===== src/rtl/exu_lsu_ctrl.sv =====
// AGU-to-LSU command responder: one outstanding DTCM access, load extraction, long-pipe write-back.
// Optional misaligned-access error detection is enabled by defining LSU_MISALIGN_CHECK_EN.
`ifndef XLEN
`define XLEN 32
`endif
`ifndef DTCM_ADDR_WIDTH
`define DTCM_ADDR_WIDTH 16
`endif
`ifndef ITAG_WIDTH
`define ITAG_WIDTH 5
`endif

module exu_lsu_ctrl (
  input  logic                          clk,
  input  logic                          rst_n,
  input  logic                          agu_cmd_valid,
  output logic                          agu_cmd_ready,
  input  logic [`DTCM_ADDR_WIDTH-1:0]   agu_cmd_addr,
  input  logic                          agu_cmd_read,
  input  logic [`XLEN-1:0]              agu_cmd_wdata,
  input  logic [`XLEN/8-1:0]            agu_cmd_wmask,
  input  logic [`ITAG_WIDTH-1:0]        agu_cmd_itag,
  input  logic                          agu_cmd_usign,
  input  logic [1:0]                    agu_cmd_size,
  output logic                          agu_rsp_valid,
  input  logic                          agu_rsp_ready,
  output logic                          lsu_o_valid,
  input  logic                          lsu_o_ready,
  output logic [`XLEN-1:0]              lsu_o_wbck_wdat,
  output logic [`ITAG_WIDTH-1:0]        lsu_o_wbck_itag,
  output logic                          lsu_o_wbck_read,
  output logic                          lsu_o_err,
  output logic                          dtcm_cs,
  output logic                          dtcm_we,
  output logic [`XLEN/8-1:0]            dtcm_wem,
  output logic [`DTCM_ADDR_WIDTH-3:0]   dtcm_addr,
  output logic [`XLEN-1:0]              dtcm_din,
  input  logic [`XLEN-1:0]              dtcm_dout
);

  localparam int unsigned XW = `XLEN;
  localparam int unsigned AW = `DTCM_ADDR_WIDTH;
  localparam int unsigned IW = `ITAG_WIDTH;

  typedef enum logic [1:0] {IDLE = 2'd0, FRESH = 2'd1, HOLD = 2'd2} state_t;

  state_t          state_q, state_d;
  logic            accept, retire, cmd_err;
  logic [XW-1:0]   hold_q;
  logic [IW-1:0]   itag_q;
  logic            read_q, usign_q, err_q;
  logic [1:0]      size_q, lane_q;
  logic [XW-1:0]   src, ext;
  logic [7:0]      byte_v;
  logic [15:0]     half_v;

`ifdef LSU_MISALIGN_CHECK_EN
  assign cmd_err = ((agu_cmd_size == 2'b01) & agu_cmd_addr[0])
                 | ((agu_cmd_size == 2'b10) & (agu_cmd_addr[1:0] != 2'b00))
                 | (agu_cmd_size == 2'b11);
`else
  assign cmd_err = 1'b0;
`endif

  assign dtcm_addr = agu_cmd_addr[AW-1:2];
  assign dtcm_din  = agu_cmd_wdata;

  // State register
  always_ff @(posedge clk) begin
    if (!rst_n) state_q <= IDLE;
    else        state_q <= state_d;
  end

  // Next-state logic
  always_comb begin
    state_d = state_q;
    case (state_q)
      IDLE:        if (accept) state_d = FRESH;
      FRESH, HOLD: begin
        if (retire && accept) state_d = FRESH;
        else if (retire)      state_d = IDLE;
        else                  state_d = HOLD;
      end
      default:     state_d = IDLE;
    endcase
  end

  // Handshake and SRAM control; everything forced quiet while in reset
  always_comb begin
    lsu_o_valid   = 1'b0;
    retire        = 1'b0;
    agu_cmd_ready = 1'b0;
    accept        = 1'b0;
    agu_rsp_valid = 1'b0;
    dtcm_cs       = 1'b0;
    dtcm_we       = 1'b0;
    dtcm_wem      = '0;
    if (rst_n) begin
      lsu_o_valid   = (state_q != IDLE);
      retire        = lsu_o_valid & lsu_o_ready & agu_rsp_ready;
      agu_cmd_ready = (state_q == IDLE) | retire;
      accept        = agu_cmd_valid & agu_cmd_ready;
      agu_rsp_valid = lsu_o_valid & lsu_o_ready;
      dtcm_cs       = accept & ~cmd_err;
      dtcm_we       = dtcm_cs & ~agu_cmd_read;
      dtcm_wem      = dtcm_we ? agu_cmd_wmask : '0;
    end
  end

  // Command attributes and read-data hold register
  always_ff @(posedge clk) begin
    if (!rst_n) begin
      hold_q  <= '0;
      itag_q  <= '0;
      read_q  <= 1'b0;
      usign_q <= 1'b0;
      err_q   <= 1'b0;
      size_q  <= 2'b00;
      lane_q  <= 2'b00;
    end else begin
      if (accept) begin
        itag_q  <= agu_cmd_itag;
        read_q  <= agu_cmd_read;
        usign_q <= agu_cmd_usign;
        err_q   <= cmd_err;
        size_q  <= agu_cmd_size;
        lane_q  <= agu_cmd_addr[1:0];
      end
      if (state_q == FRESH && !retire) hold_q <= dtcm_dout;
    end
  end

  // Lane select and extension of load data
  always_comb begin
    src    = (state_q == HOLD) ? hold_q : dtcm_dout;
    byte_v = src[{lane_q, 3'b000} +: 8];
    half_v = lane_q[1] ? src[31:16] : src[15:0];
    case (size_q)
      2'b00:   ext = usign_q ? {{(XW-8){1'b0}}, byte_v}
                             : {{(XW-8){byte_v[7]}}, byte_v};
      2'b01:   ext = usign_q ? {{(XW-16){1'b0}}, half_v}
                             : {{(XW-16){half_v[15]}}, half_v};
      default: ext = src;
    endcase
  end

  assign lsu_o_wbck_read = read_q & ~err_q;
  assign lsu_o_wbck_wdat = (lsu_o_valid & lsu_o_wbck_read) ? ext : '0;
  assign lsu_o_wbck_itag = itag_q;
`ifdef LSU_MISALIGN_CHECK_EN
  assign lsu_o_err = err_q;
`else
  assign lsu_o_err = 1'b0;
`endif

endmodule

===== config.mk =====
export PLATFORM = sky130hd
export DESIGN_NAME = exu_lsu_ctrl
export DESIGN_NICKNAME = d
export VERILOG_FILES = /design/src/rtl/exu_lsu_ctrl.sv
export SDC_FILE = /design/constraint.sdc
export NUM_CORES = 1
export LEC_CHECK = 0
export ABC_CLOCK_PERIOD_IN_PS = 1800
export BUFFER_PORTS_ARGS = -buffer_cell sky130_fd_sc_hd__buf_4
export CAP_MARGIN = 40
export CORE_MARGIN = 4
export CORE_UTILIZATION = 41
export CTS_CLUSTER_SIZE = 12
export DETAILED_ROUTE_END_ITERATION = 10
export HOLD_SLACK_MARGIN = 0.06
export PLACE_DENSITY = 0.75
export SLEW_MARGIN = 20
export SYNTH_ARGS = -nofsm -noshare
export SYNTH_HDL_FRONTEND = slang
export SYNTH_SLANG_ARGS = --single-unit
export TNS_END_PERCENT = 50

===== constraint.sdc =====
create_clock -name clk -period 1.8 [get_ports clk]
set_input_delay 0.09 -clock clk [delete_from_list [all_inputs] [get_ports clk]]
set_output_delay 0.09 -clock clk [all_outputs]
set_load 0.005 [all_outputs]

==> parameters.txt <==
Parameter                              Value

Worst setup path
  Worst path cell trace ... inv_2 > ha_4 > mux4_2 > a2bb2oi_4 > nand4_4 > clkbuf_16 > nand2_1 > buf_4
  Beginning of the worst register-to-register path ... state_q[0]
  Register-to-Register Setup Slack ... -10 ps
  Max FO, Critical Path ... 8
  Master of the slowest instance on the critical path ... sky130_fd_sc_hd__mux4_2
  Reg2Reg Depth ... 8
  CP Class ... reg2out
  Kind of end point of the critical path ... output pin
  WP data arrival ... 2230 ps
  Largest incremental delay on the critical path ... 570 ps
  Category of the worst setup path launch point ... flip-flop
  Required time of the critical path ... 1710 ps
  RR Endpoint ... usign_q

Route
  Residual antenna-violating net count after detailed routing ... 0
  Detailed-route wire length per cell ... 17.0 µm
  Total length of routed wires ... 10.8 mm
  Number of design rule violations left after detail routing ... 0
  Total iterations of the first detailed-routing run ... 5
  Total number of vias ... 3406
  Initial DRC Count ... 157
  Vias per cell ... 5.38

Final layout
  Top library cells by usage in the layout, fill and taps aside ... sky130_fd_sc_hd__buf_4, sky130_fd_sc_hd__nand2_1, sky130_fd_sc_hd__dfxtp_1
  Signed area change from the synthesized netlist to the final layout ... 40.2%
  Final-stage net count ... 629
  Fraction of layout cells with a size suffix above 1 ... 39.0%
  Total of fill cells in the finished design ... 675
  Most frequent standard cell in the layout excluding fill and tap cells ... sky130_fd_sc_hd__buf_4
  Number of diodes ... 0
  Final non-filler cell area ... 4860 µm²

Yosys
  Post-synthesis instance total ... 432
  Post-Synthesis Net Count ... roughly 530
  Post-synthesis instance area ... approximately 3500 µm²
  Fraction of synthesized cell area taken by the top area cell type ... between 20% and 30%
  Ys Warns ... 0
  Cell taking the most area after synthesis ... sky130_fd_sc_hd__dfxtp_1
  Syn_area_per_cell ... 8.02 µm²
  Post-synthesis register bit count ... 45
  Fraction of the yosys area taken by sequential cells ... 26.0%
  Synth unique cells ... ~40
  Top cells by area in the synthesized netlist ... sky130_fd_sc_hd__dfxtp_1, sky130_fd_sc_hd__buf_4, sky130_fd_sc_hd__mux2i_1, sky130_fd_sc_hd__nand2_1, sky130_fd_sc_hd__a21boi_0

STA
  Number of endpoints failing setup at the final stage ... 40
  Final-report hold violation count ... 0
  Setup clock skew after layout ... ~5.7 ps
  Post-layout min period ... 2320 ps
  Worst hold slack ... around 56 ps
  Final TNS setup ... -15620 ps
  RSZ-0062 raised after global routing ... true
  Final clock period utilization by the worst path ... 129%
  Upper clock frequency limit ... around 430 MHz
  Final Max Slew Viols ... 0
  Post-route setup slack ... -521 ps

Power and ir drop
  Fraction of power consumed by the clock network ... 22.1%
  Fraction of power consumed by combinational cells ... 41.0%
  VDD IR max ... between 0.4 and 0.5 mV
  Power density relative to cell area ... 661 nW/µm²
  Net switching fraction of the power ... 32.9%
  Internal Power ... approximately 2.2 mW
  Share of power burned in registers ... 36.9%
  Pwr Total ... 3.21 mW
  Reported leakage power ... 2.07 nW
  P_sw ... 1.06 mW

GRT
  Largest net degree at the start of global routing ... 38
  Vias in the first global route ... 3372
  Global route overflow ... 0
  Global-route layer with the greatest usage ... met2
  Met3 GRT Util ... approximately 4.2%
  GR met2 Demand/Resource ... 36.2%
  Global-route total usage across every layer ... 20.8%
  Wire length of the first global-routing pass ... approximately 17 mm
  Met1 capacity usage during global routing ... 24.1%
  Antenna violations before repair ... 0

Clocking
  # clock sinks ... 45
  H-Tree Level Count ... 2
  Clock latency of the later-clocked register in the worst-skew pair ... 300 ps
  TritonCTS buffer count ... 5
  Clock tree root driver cell ... sky130_fd_sc_hd__clkbuf_8
  Buffer levels on the longest clock path ... 2
  CTS tree ... yes
  Clock Pin Slew Worst Setup and Hold Paths ... 90 ps

Die
  Vertical die dimension ... 99.9 µm
  Std cell rows ... 33
  Effective utilization at floorplan ... 42.2%
  Area of the placeable core ... about 8000 µm²
  Horiz. Die Dim ... ~100 µm
  Count of boundary I/O pins ... 192
  Area of the die ... 9980 µm²

Placement
  Global placer's final weighted congestion ... slightly above 0.8
  Hpwl dp ... 7.46 mm
  Number of buffer cells added on primary ports ... 98
  Placement-stage cell area ... 4170 µm²
  Setup slack after placement ... -227 ps

Hold path
  Worst hold endpoint ... hold_q[1]
  Hold Path Depth ... 3
  Worst min path class ... in2reg
  Launch point of the worst hold path ... dtcm_dout[1]

Outcome
  Violated checks ... setup timing
  Status ... finished with violations

Flow run
  Count of max-cap constraint violations ... 0
==> how the worst max path moves through the flow <==
stage / start / to / depth (start not counted)
2_1_floorplan: state_q[1] / lsu_o_wbck_wdat[21] / 8
3_3_place_gp: state_q[1] / lsu_o_wbck_wdat[14] / 7
3_5_place_dp: state_q[1] / lsu_o_wbck_wdat[14] / 7
4_1_cts: state_q[0] / lsu_o_wbck_wdat[14] / 8
5_1_grt: state_q[0] / lsu_o_wbck_wdat[25] / 8
6_report: state_q[0] / lsu_o_wbck_wdat[23] / 8
==> final cells by class <==
type	instances	area [µm²]	share of cell area [%]
clock buffer	7	96.3	1.98
clock inverter	1	5.00	0.103
inverter	4	15.0	0.309
multi-input combinational	303	2210	45.5
sequential	45	905	18.6
tap	105	131	2.70
timing repair buffer	168	1490	30.8
==> power groups by stage <==
stage	Combinational, mW	Clock [mW]	Sequential, mW
floorplan	0.755	0	1.18
global placement	1.09	0	1.19
detailed placement	1.12	0	1.20
CTS	1.23	0.714	1.18
global route	1.41	0.754	1.20
finish	1.32	0.709	1.19
==> sequential cells by signal (all words and copies together), names as in the netlist <==
name and flops:
hold_q 32, read_q 1, size_q 2, usign_q 1, state_q 2, lsu_o_wbck_itag 5, lane_q 2
==> cells by family after synthesis <==
logic type | after synthesis | share of synthesized area (%)
fa+ha+maj | 4 | 1.45
compound gates | 74 | 14.8
flops | 45 | 26.0
other cells | 1 | 0.108
mux | 52 | 18.6
buf+inv | 84 | 16.1
simple gates | 172 | 22.9
==> metal layers <==
layer,wire length (µm),vias up
li1,-,1606
met1,4150,1591
met2,5400,152
met3,765,57
met4,446,0
met5,0,-
==> stage by stage <==
stage / util (%) / std cells
floorplan: - / 432
global placement: 50.7 / 592
detailed placement: 50.7 / 592
CTS: 56.9 / 629
global route: 59.1 / 633
finish: 59.1 / 633
==> cell usage after synthesis <==
cell                        instances
sky130_fd_sc_hd__a211oi_1           8
sky130_fd_sc_hd__a21boi_0          32
sky130_fd_sc_hd__a21o_1             1
sky130_fd_sc_hd__a21oi_1           10
sky130_fd_sc_hd__a221o_1            1
sky130_fd_sc_hd__a221oi_1           1
sky130_fd_sc_hd__a22oi_1            7
sky130_fd_sc_hd__a2bb2oi_1          1
sky130_fd_sc_hd__a31oi_1            1
sky130_fd_sc_hd__and2_1             8
sky130_fd_sc_hd__and4b_1            1
sky130_fd_sc_hd__buf_1              4
sky130_fd_sc_hd__buf_2              5
sky130_fd_sc_hd__buf_4             53
sky130_fd_sc_hd__buf_6              5
sky130_fd_sc_hd__clkbuf_1          13
sky130_fd_sc_hd__conb_1             1
sky130_fd_sc_hd__dfxtp_1           45
sky130_fd_sc_hd__ha_1               4
sky130_fd_sc_hd__inv_1              4
sky130_fd_sc_hd__mux2_2             7
sky130_fd_sc_hd__mux2i_1           36
sky130_fd_sc_hd__mux4_1             1
sky130_fd_sc_hd__mux4_2             8
sky130_fd_sc_hd__nand2_1           85
sky130_fd_sc_hd__nand2b_1           1
sky130_fd_sc_hd__nand3_1            8
sky130_fd_sc_hd__nand3b_1           2
sky130_fd_sc_hd__nand4_2            1
sky130_fd_sc_hd__nand4b_1           2
sky130_fd_sc_hd__nor2_1            35
sky130_fd_sc_hd__nor2b_1           15
sky130_fd_sc_hd__nor3_1             1
sky130_fd_sc_hd__nor4_1             2
sky130_fd_sc_hd__nor4b_1            3
sky130_fd_sc_hd__nor4bb_1           1
sky130_fd_sc_hd__o211ai_1           2
sky130_fd_sc_hd__o21a_1             1
sky130_fd_sc_hd__o21ai_0            9
sky130_fd_sc_hd__or2_0              3
sky130_fd_sc_hd__or2_2              4
==> critical path: cells and delay by family, from the launching register on <==
family | cells | cell delay [ps]
mux | 1 | 570
buf+inv | 3 | 390
compound gates | 1 | 190
flops | 1 | 340
simple gates | 2 | 230
fa+ha+maj | 1 | 200
==> repair_timing <==
action,4_1_cts,5_1_grt
setup buffers,1,3
resized for setup,32,38
cloned,0,1
hold buffers,28,0
endpoints found under the hold margin,28,0
pin swaps,6,9
setup endpoints to repair,39,50
No activity file was read; power rests on OpenSTA's default activity.
